### src/rtl/fft_frame_scheduler.sv
// ---------------------------------------------------------------------------
// fft_frame_scheduler
//
// Shares a single FFT core between a TX requester (inverse transforms) and
// an RX requester (forward transforms). Each frame is arbitrated, announced
// to the core with a config word carrying the direction bit, then streamed
// through with a locally regenerated tlast. A small tag FIFO remembers the
// direction of every frame in flight, so results coming back from the core
// are steered to the requester that owns them, in order.
//
// Optional feature macro: FFT_SCHED_STATS_EN (adds frame/error counters).
//
// Ports
//   aclk, areset                 clock, synchronous active-high reset
//   tx_s_* / rx_s_*              AXI-S frame inputs from TX / RX chains
//   core_cfg_*                   config word to the core
//   core_s_*                     sample stream to the core
//   core_m_*                     result stream from the core
//   tx_m_* / rx_m_*              result streams to TX / RX chains
//   frame_err                    pulse: source tlast disagreed with count
//   busy                         FSM not idle or frames still in flight
//   tx_frames, rx_frames,        (FFT_SCHED_STATS_EN only) output frame
//   err_count                    counters and saturating error counter
// ---------------------------------------------------------------------------
module fft_frame_scheduler #(
    parameter int          NFFT        = 64,
    parameter logic [23:0] CFG_BASE    = 24'h10_8404,
    parameter int          FWD_INV_BIT = 0,
    parameter int          TAG_DEPTH   = 4
) (
    input  logic        aclk,
    input  logic        areset,
    input  logic [31:0] tx_s_tdata,
    input  logic        tx_s_tvalid,
    input  logic        tx_s_tlast,
    output logic        tx_s_tready,
    input  logic [31:0] rx_s_tdata,
    input  logic        rx_s_tvalid,
    input  logic        rx_s_tlast,
    output logic        rx_s_tready,
    output logic [23:0] core_cfg_tdata,
    output logic        core_cfg_tvalid,
    input  logic        core_cfg_tready,
    output logic [31:0] core_s_tdata,
    output logic        core_s_tvalid,
    output logic        core_s_tlast,
    input  logic        core_s_tready,
    input  logic [31:0] core_m_tdata,
    input  logic        core_m_tvalid,
    input  logic        core_m_tlast,
    output logic        core_m_tready,
    output logic [31:0] tx_m_tdata,
    output logic        tx_m_tvalid,
    output logic        tx_m_tlast,
    input  logic        tx_m_tready,
    output logic [31:0] rx_m_tdata,
    output logic        rx_m_tvalid,
    output logic        rx_m_tlast,
    input  logic        rx_m_tready,
    output logic        frame_err,
    output logic        busy
`ifdef FFT_SCHED_STATS_EN
    ,
    output logic [15:0] tx_frames,
    output logic [15:0] rx_frames,
    output logic [7:0]  err_count
`endif
);

    localparam int CW = $clog2(NFFT);
    localparam int AW = $clog2(TAG_DEPTH);

    typedef enum logic [1:0] {S_IDLE, S_CFG, S_STREAM} state_t;

    // Direction encoding used for grant and tags: 0 = TX, 1 = RX.
    state_t          r_state;
    logic            r_grant;
    logic            r_rr;
    logic [CW-1:0]   r_count;
    logic            r_cfg_valid;
    logic            r_frame_err;

    logic            r_tag_mem [TAG_DEPTH];
    logic [AW-1:0]   r_wr_ptr;
    logic [AW-1:0]   r_rd_ptr;
    logic [AW:0]     r_tag_cnt;

    logic            w_tag_empty;
    logic            w_tag_full;
    logic            w_head;
    logic            w_streaming;
    logic [31:0]     w_src_tdata;
    logic            w_src_tvalid;
    logic            w_src_tlast;
    logic            w_last_beat;
    logic            w_s_hs;
    logic            w_cfg_hs;
    logic            w_pop;

    assign w_tag_empty  = (r_tag_cnt == '0);
    assign w_tag_full   = (r_tag_cnt == (AW+1)'(TAG_DEPTH));
    assign w_head       = r_tag_mem[r_rd_ptr];
    assign w_streaming  = (r_state == S_STREAM);

    // Granted source selection; the source tlast is only used for checking.
    assign w_src_tdata  = r_grant ? rx_s_tdata  : tx_s_tdata;
    assign w_src_tvalid = r_grant ? rx_s_tvalid : tx_s_tvalid;
    assign w_src_tlast  = r_grant ? rx_s_tlast  : tx_s_tlast;
    assign w_last_beat  = (r_count == CW'(NFFT-1));

    assign core_s_tdata  = w_src_tdata;
    assign core_s_tvalid = w_streaming & w_src_tvalid;
    assign core_s_tlast  = w_streaming & w_last_beat;
    assign tx_s_tready   = w_streaming & ~r_grant & core_s_tready;
    assign rx_s_tready   = w_streaming &  r_grant & core_s_tready;

    assign w_s_hs   = core_s_tvalid & core_s_tready;
    assign w_cfg_hs = r_cfg_valid & core_cfg_tready;

    // Config word: base pattern with the direction bit substituted.
    generate
        for (genvar gi = 0; gi < 24; gi++) begin : g_cfg
            if (gi == FWD_INV_BIT) begin : g_dir
                assign core_cfg_tdata[gi] = r_grant;
            end else begin : g_base
                assign core_cfg_tdata[gi] = CFG_BASE[gi];
            end
        end
    endgenerate
    assign core_cfg_tvalid = r_cfg_valid;

    // Result routing is independent of the FSM. With no tag there is no
    // owner for the data, so the core is stalled rather than drained.
    assign tx_m_tdata    = core_m_tdata;
    assign rx_m_tdata    = core_m_tdata;
    assign tx_m_tlast    = core_m_tlast;
    assign rx_m_tlast    = core_m_tlast;
    assign tx_m_tvalid   = core_m_tvalid & ~w_tag_empty & ~w_head;
    assign rx_m_tvalid   = core_m_tvalid & ~w_tag_empty &  w_head;
    assign core_m_tready = ~w_tag_empty & (w_head ? rx_m_tready : tx_m_tready);
    assign w_pop         = core_m_tvalid & core_m_tready & core_m_tlast;

    assign frame_err = r_frame_err;
    assign busy      = (r_state != S_IDLE) | ~w_tag_empty;

    always_ff @(posedge aclk) begin
        if (areset) begin
            r_state     <= S_IDLE;
            r_grant     <= 1'b0;
            r_rr        <= 1'b0;
            r_count     <= '0;
            r_cfg_valid <= 1'b0;
            r_frame_err <= 1'b0;
        end else begin
            r_frame_err <= w_s_hs & (w_src_tlast != w_last_beat);
            case (r_state)
                S_IDLE: begin
                    if (!w_tag_full && (tx_s_tvalid || rx_s_tvalid)) begin
                        if (tx_s_tvalid && rx_s_tvalid) begin
                            r_grant <= r_rr;
                            r_rr    <= ~r_rr;
                        end else begin
                            r_grant <= rx_s_tvalid;
                        end
                        r_count     <= '0;
                        r_cfg_valid <= 1'b1;
                        r_state     <= S_CFG;
                    end
                end
                S_CFG: begin
                    if (w_cfg_hs) begin
                        r_cfg_valid <= 1'b0;
                        r_count     <= '0;
                        r_state     <= S_STREAM;
                    end
                end
                S_STREAM: begin
                    // The count parks at NFFT-1; it is cleared on the next grant.
                    if (w_s_hs) begin
                        if (w_last_beat) begin
                            r_state <= S_IDLE;
                        end else begin
                            r_count <= r_count + 1'b1;
                        end
                    end
                end
                default: r_state <= S_IDLE;
            endcase
        end
    end

    // Tag storage. A push only happens from CFG, which is entered only when
    // the FIFO has room, so no overflow guard is needed here.
    always_ff @(posedge aclk) begin
        if (w_cfg_hs) begin
            r_tag_mem[r_wr_ptr] <= r_grant;
        end
    end

    always_ff @(posedge aclk) begin
        if (areset) begin
            r_wr_ptr  <= '0;
            r_rd_ptr  <= '0;
            r_tag_cnt <= '0;
        end else begin
            if (w_cfg_hs) begin
                r_wr_ptr <= r_wr_ptr + 1'b1;
            end
            if (w_pop) begin
                r_rd_ptr <= r_rd_ptr + 1'b1;
            end
            case ({w_cfg_hs, w_pop})
                2'b10:   r_tag_cnt <= r_tag_cnt + 1'b1;
                2'b01:   r_tag_cnt <= r_tag_cnt - 1'b1;
                default: r_tag_cnt <= r_tag_cnt;
            endcase
        end
    end

`ifdef FFT_SCHED_STATS_EN
    logic [15:0] r_tx_frames;
    logic [15:0] r_rx_frames;
    logic [7:0]  r_err_count;

    always_ff @(posedge aclk) begin
        if (areset) begin
            r_tx_frames <= '0;
            r_rx_frames <= '0;
            r_err_count <= '0;
        end else begin
            if (tx_m_tvalid && tx_m_tready && core_m_tlast) begin
                r_tx_frames <= r_tx_frames + 1'b1;
            end
            if (rx_m_tvalid && rx_m_tready && core_m_tlast) begin
                r_rx_frames <= r_rx_frames + 1'b1;
            end
            if (r_frame_err && (r_err_count != 8'hFF)) begin
                r_err_count <= r_err_count + 1'b1;
            end
        end
    end

    assign tx_frames = r_tx_frames;
    assign rx_frames = r_rx_frames;
    assign err_count = r_err_count;
`endif

endmodule
### config.mk
export PLATFORM = sky130hd
export DESIGN_NAME = fft_frame_scheduler
export DESIGN_NICKNAME = d
export VERILOG_FILES = /design/src/rtl/fft_frame_scheduler.sv
export SDC_FILE = /design/constraint.sdc
export NUM_CORES = 1
export LEC_CHECK = 0
export CAP_MARGIN = 20
export CELL_PAD_IN_SITES_DETAIL_PLACEMENT = 0
export CELL_PAD_IN_SITES_GLOBAL_PLACEMENT = 2
export CORE_AREA = 2 2 94 96
export DETAILED_ROUTE_END_ITERATION = 8
export DIE_AREA = 0 0 96 98
export DONT_BUFFER_PORTS = 1
export MAX_ROUTING_LAYER = met4
export PLACE_DENSITY_LB_ADDON = 0.1
export RECOVER_POWER = 50
export REMOVE_ABC_BUFFERS = 1
export SETUP_SLACK_MARGIN = 0.4
export SLEW_MARGIN = 20
export SYNTH_ARGS = -nofsm -noshare
export SYNTH_HDL_FRONTEND = slang
export SYNTH_SLANG_ARGS = --single-unit
### constraint.sdc
create_clock -name aclk -period 3.1 [get_ports aclk]
set_input_delay 0.31 -clock aclk [delete_from_list [all_inputs] [get_ports aclk]]
set_output_delay 0.31 -clock aclk [all_outputs]
set_load 0.05 [all_outputs]
==> flow_summary_export.csv <==
group,metric,value,unit
worst_setup_path,register_to_register_setup_slack,490,ps
worst_setup_path,kind_of_end_point_of_the_critical_path,"register",
cells_and_area,share_of_cells_above_drive_strength_1,0.221,
timing,min_period,2610,ps
global_routing,grt_pass1_wl,11500,um
drt,drcViolationCount,0,
global_routing,m2_gr_usage,0.278,
worst_setup_path,worstPathMaxFanout,3,
synth,synth_warnings,0,
worst_setup_path,timing.critical_path.from_type,"register",
pwr,ir_drop_worst_case_vdd,115,uV
worst_setup_path,cp.arrival,2840,ps
drt,post_detailed_route_wirelength_per_cell,27.5,um
pwr,power.density,476,nW/um^2
synth,synth.most_common_cell,"sky130_fd_sc_hd__buf_4",
synth,syn-instance-count,270,
min_path,hp-start,"areset",
clock_tree,clk_path_buf_depth,2,
synth,synth-edff-count,4,
timing,sum_of_negative_setup_slack,0,ps
synth,synth.yosys.seq_area_share,0.226,
synth,synthArstFlopShare,0,
synth,post_synth_num_cell_types,45,
timing,timing.clock.skew,9.15,ps
floorplanning,initial_utilization,0.283,
drt,vias,1555,
synth,synth_ff_type,"sky130_fd_sc_hd__dfxtp_1",
worst_setup_path,worstRegToRegCells,9,
floorplanning,core_area,8470,um^2
synth,synthesis.area_per_instance,8.87,um^2
synth,post_synthesis_register_bit_count,25,
min_path,holdPathStages,1,
global_routing,met1_usage,0.171,
synth,ys_top_cells_by_count,"sky130_fd_sc_hd__buf_4 (90), sky130_fd_sc_hd__mux2_2 (27), sky130_fd_sc_hd__dfxtp_1 (21)",
synth,area_contributors_post_synth,"sky130_fd_sc_hd__buf_4 (28%), sky130_fd_sc_hd__dfxtp_1 (18%), sky130_fd_sc_hd__mux2_2 (13%)",
floorplanning,top_level_ports,240,
global_routing,global_route_total_usage_across_every_layer,0.182,
timing,maximum_operating_frequency,0.382,GHz
clock_tree,clk_transition_reported_paths,100,ps
timing,min_period_over_period,0.843,
global_routing,global_route.peak_usage_layer,"met2",
clock_tree,tritoncts_num_sinks,25,
floorplanning,rows,34,
clock_tree,clk-insertion-delay-late,280,ps
worst_setup_path,worstPathRequired,3320,ps
global_routing,via_count_of_the_first_global_routing_pass,1556,
synth,synth.top_cell.area_share,0.282,
floorplanning,die_w,96,um
worst_setup_path,regToRegEndpoint,"r_tag_cnt[2]",
global_routing,grt_antenna_before_repair,4,
clock_tree,cts-buffers-inserted,3,
min_path,hold_path_sink,"r_count[0]",
timing,grt_setup_unrepaired,"yes",
flow_run,drv.max_cap_violation_count,0,
drt,wirelength,8690,um
worst_setup_path,r2r_start,"r_tag_mem[3]",
timing,maxSlewHeadroom,0.360,
placement,dpl.cell_count,306,
placement,gp_routability_congestion,0.783,
timing,setup_viol_count_final,0,
cells_and_area,finish.cell_count_without_fillers,316,
timing,hold_viol_final,0,
global_routing,gr-total-overflow,0,
clock_tree,clock_tree.root_cell,"sky130_fd_sc_hd__clkbuf_8",
drt,number_of_violations_reported_at_the_end_of_detailed_routing_iteration_0,50,
drt,drtAntennaViolNets,0,
cells_and_area,final-seq-area,542,um^2
drt,detail_route.first_pass.iterations,4,
min_path,hp-class,"primary input to register",
worst_setup_path,crit_type,"register to register",
run_status,run_status,"completed",
drt,detail_route.vias_per_cell,4.92,
clock_tree,cts.hold.buffers_added,0,
synth,netlist_area,2390,um^2
cells_and_area,multiInputGateArea,1220,um^2
timing,maxSlewViolCount,0,
cells_and_area,area.growth.synth_to_final,-15.8,%
cells_and_area,nNetsFinal,320,
cells_and_area,fillerInstances,922,
clock_tree,cts-htree-levels,1,
placement,dp_hpwl,7660,um
floorplanning,die_y_extent,98,um
pwr,p_leak,0.739,nW
global_routing,globalRouteMet3Util,0.160,
placement,placement.io_buffers,0,
global_routing,grt_max_degree,43,
floorplanning,design.die.area,9410,um^2
clock_tree,clock_tree_from_tritoncts,"yes",
timing,timing_worst_slew_pin_value,956,ps
synth,yosys_top_cell_by_area,"sky130_fd_sc_hd__buf_4",
==> routing by layer <==
| metal | part of all wire | routed length, um |
|---|---|---|
| met5 | 0 | 0 |
| met4 | 0.0076 | 66 |
| met3 | 0.22 | 1890 |
| met2 | 0.45 | 3940 |
| met1 | 0.32 | 2790 |
==> cell families (layout without fill, tap and decap cells) <==
group / after synthesis / in the layout / share of synthesized area
other: 2 / 27 / 0.00314
adder cells (fa/ha/maj): 7 / 7 / 0.0397
XOR/XNOR: 5 / 5 / 0.0183
buffers and inverters: 103 / 16 / 0.304
flip-flops: 25 / 25 / 0.226
AND/OR/NAND/NOR: 63 / 63 / 0.139
AO/OA/AOI/OAI: 22 / 22 / 0.0658
multiplexers: 43 / 43 / 0.205
==> how the worst max path moves through the flow <==
stage / depth (start not counted) / endpoint / start / slack, ps
2_1_floorplan: 2 / core_s_tvalid / r_grant / 270
3_3_place_gp: 9 / r_tag_cnt[2] / register / 450
3_5_place_dp: 9 / r_tag_cnt[2] / r_tag_mem[3] / 350
4_1_cts: 9 / r_tag_cnt[2] / r_tag_mem[3] / 440
5_1_grt: 9 / r_tag_cnt[2] / r_tag_mem[2] / 380
6_report: 9 / r_tag_cnt[2] / r_tag_mem[3] / 490
==> flip-flops by register name (all words and copies together), names as in the netlist, 2 cells and up, named ones only <==
signal     flops
r_tag_cnt      3
r_wr_ptr       2
r_tag_mem      4
r_state        2
r_count        6
r_rd_ptr       2
==> stage by stage <==
step | hold slack [ps] | setup WS (ps) | util | power, mW | instance area, um^2
3_5_place_dp | 380 | 351 | 0.229 | 0.760 | 1940
2_1_floorplan | 379 | 266 | - | 0.722 | 1770
5_1_grt | 65.2 | 381 | 0.238 | 1.00 | 2020
6_report | 87.3 | 486 | 0.238 | 0.959 | 2020
3_3_place_gp | 381 | 453 | 0.229 | 0.758 | 1940
4_1_cts | 78.8 | 442 | 0.235 | 0.970 | 1990
==> worst max-delay path: stages, from the launching register on <==
cell and delay (ps):
sky130_fd_sc_hd__edfxtp_1 380, sky130_fd_sc_hd__mux4_2 540, sky130_fd_sc_hd__mux2i_4 220, sky130_fd_sc_hd__nor3b_2 230, sky130_fd_sc_hd__ha_2 220, sky130_fd_sc_hd__inv_1 50
sky130_fd_sc_hd__fa_2 330, sky130_fd_sc_hd__xor2_1 150, sky130_fd_sc_hd__or3_1 310, sky130_fd_sc_hd__a21oi_1 130
==> where the power goes <==
group / leakage (nW) / switching [mW] / internal [mW]
Clock: 0.0255 / 0.116 / 0.0903
Combinational: 0.507 / 0.303 / 0.0817
Sequential: 0.207 / 0.0258 / 0.343
Total: 0.739 / 0.444 / 0.515
==> final cells by class <==
type / count / area share
Tap cell: 108 / 0.0670
Inverter: 6 / 0.0112
Antenna cell: 4 / 0.00496
Sequential cell: 25 / 0.269
Timing Repair Buffer: 6 / 0.0205
Clock buffer: 3 / 0.0205
Multi-Input combinational cell: 163 / 0.605
Clock inverter: 1 / 0.00248
==> placed cells by master (no fill, tap or decap), drive strengths merged, types with 6 or more instances in the layout <==
master | synthesis | routed
mux2 | 35 | 35
conb | 2 | 23
dfxtp | 21 | 21
nor2 | 15 | 15
nand2 | 11 | 11
a21oi | 10 | 10
nand3 | 7 | 7
mux2i | 7 | 7
inv | 6 | 6
nand2b | 6 | 6
and3 | 6 | 6
ha | 6 | 6
==> timing repair <==
item | CTS | global route
gates resized for setup | 0 | 3
endpoints found under the setup margin | 1 | 1
pin swaps | 1 | 2
buffers inserted | 1 | 1
Note: power is estimated with default switching activity, not from simulation.
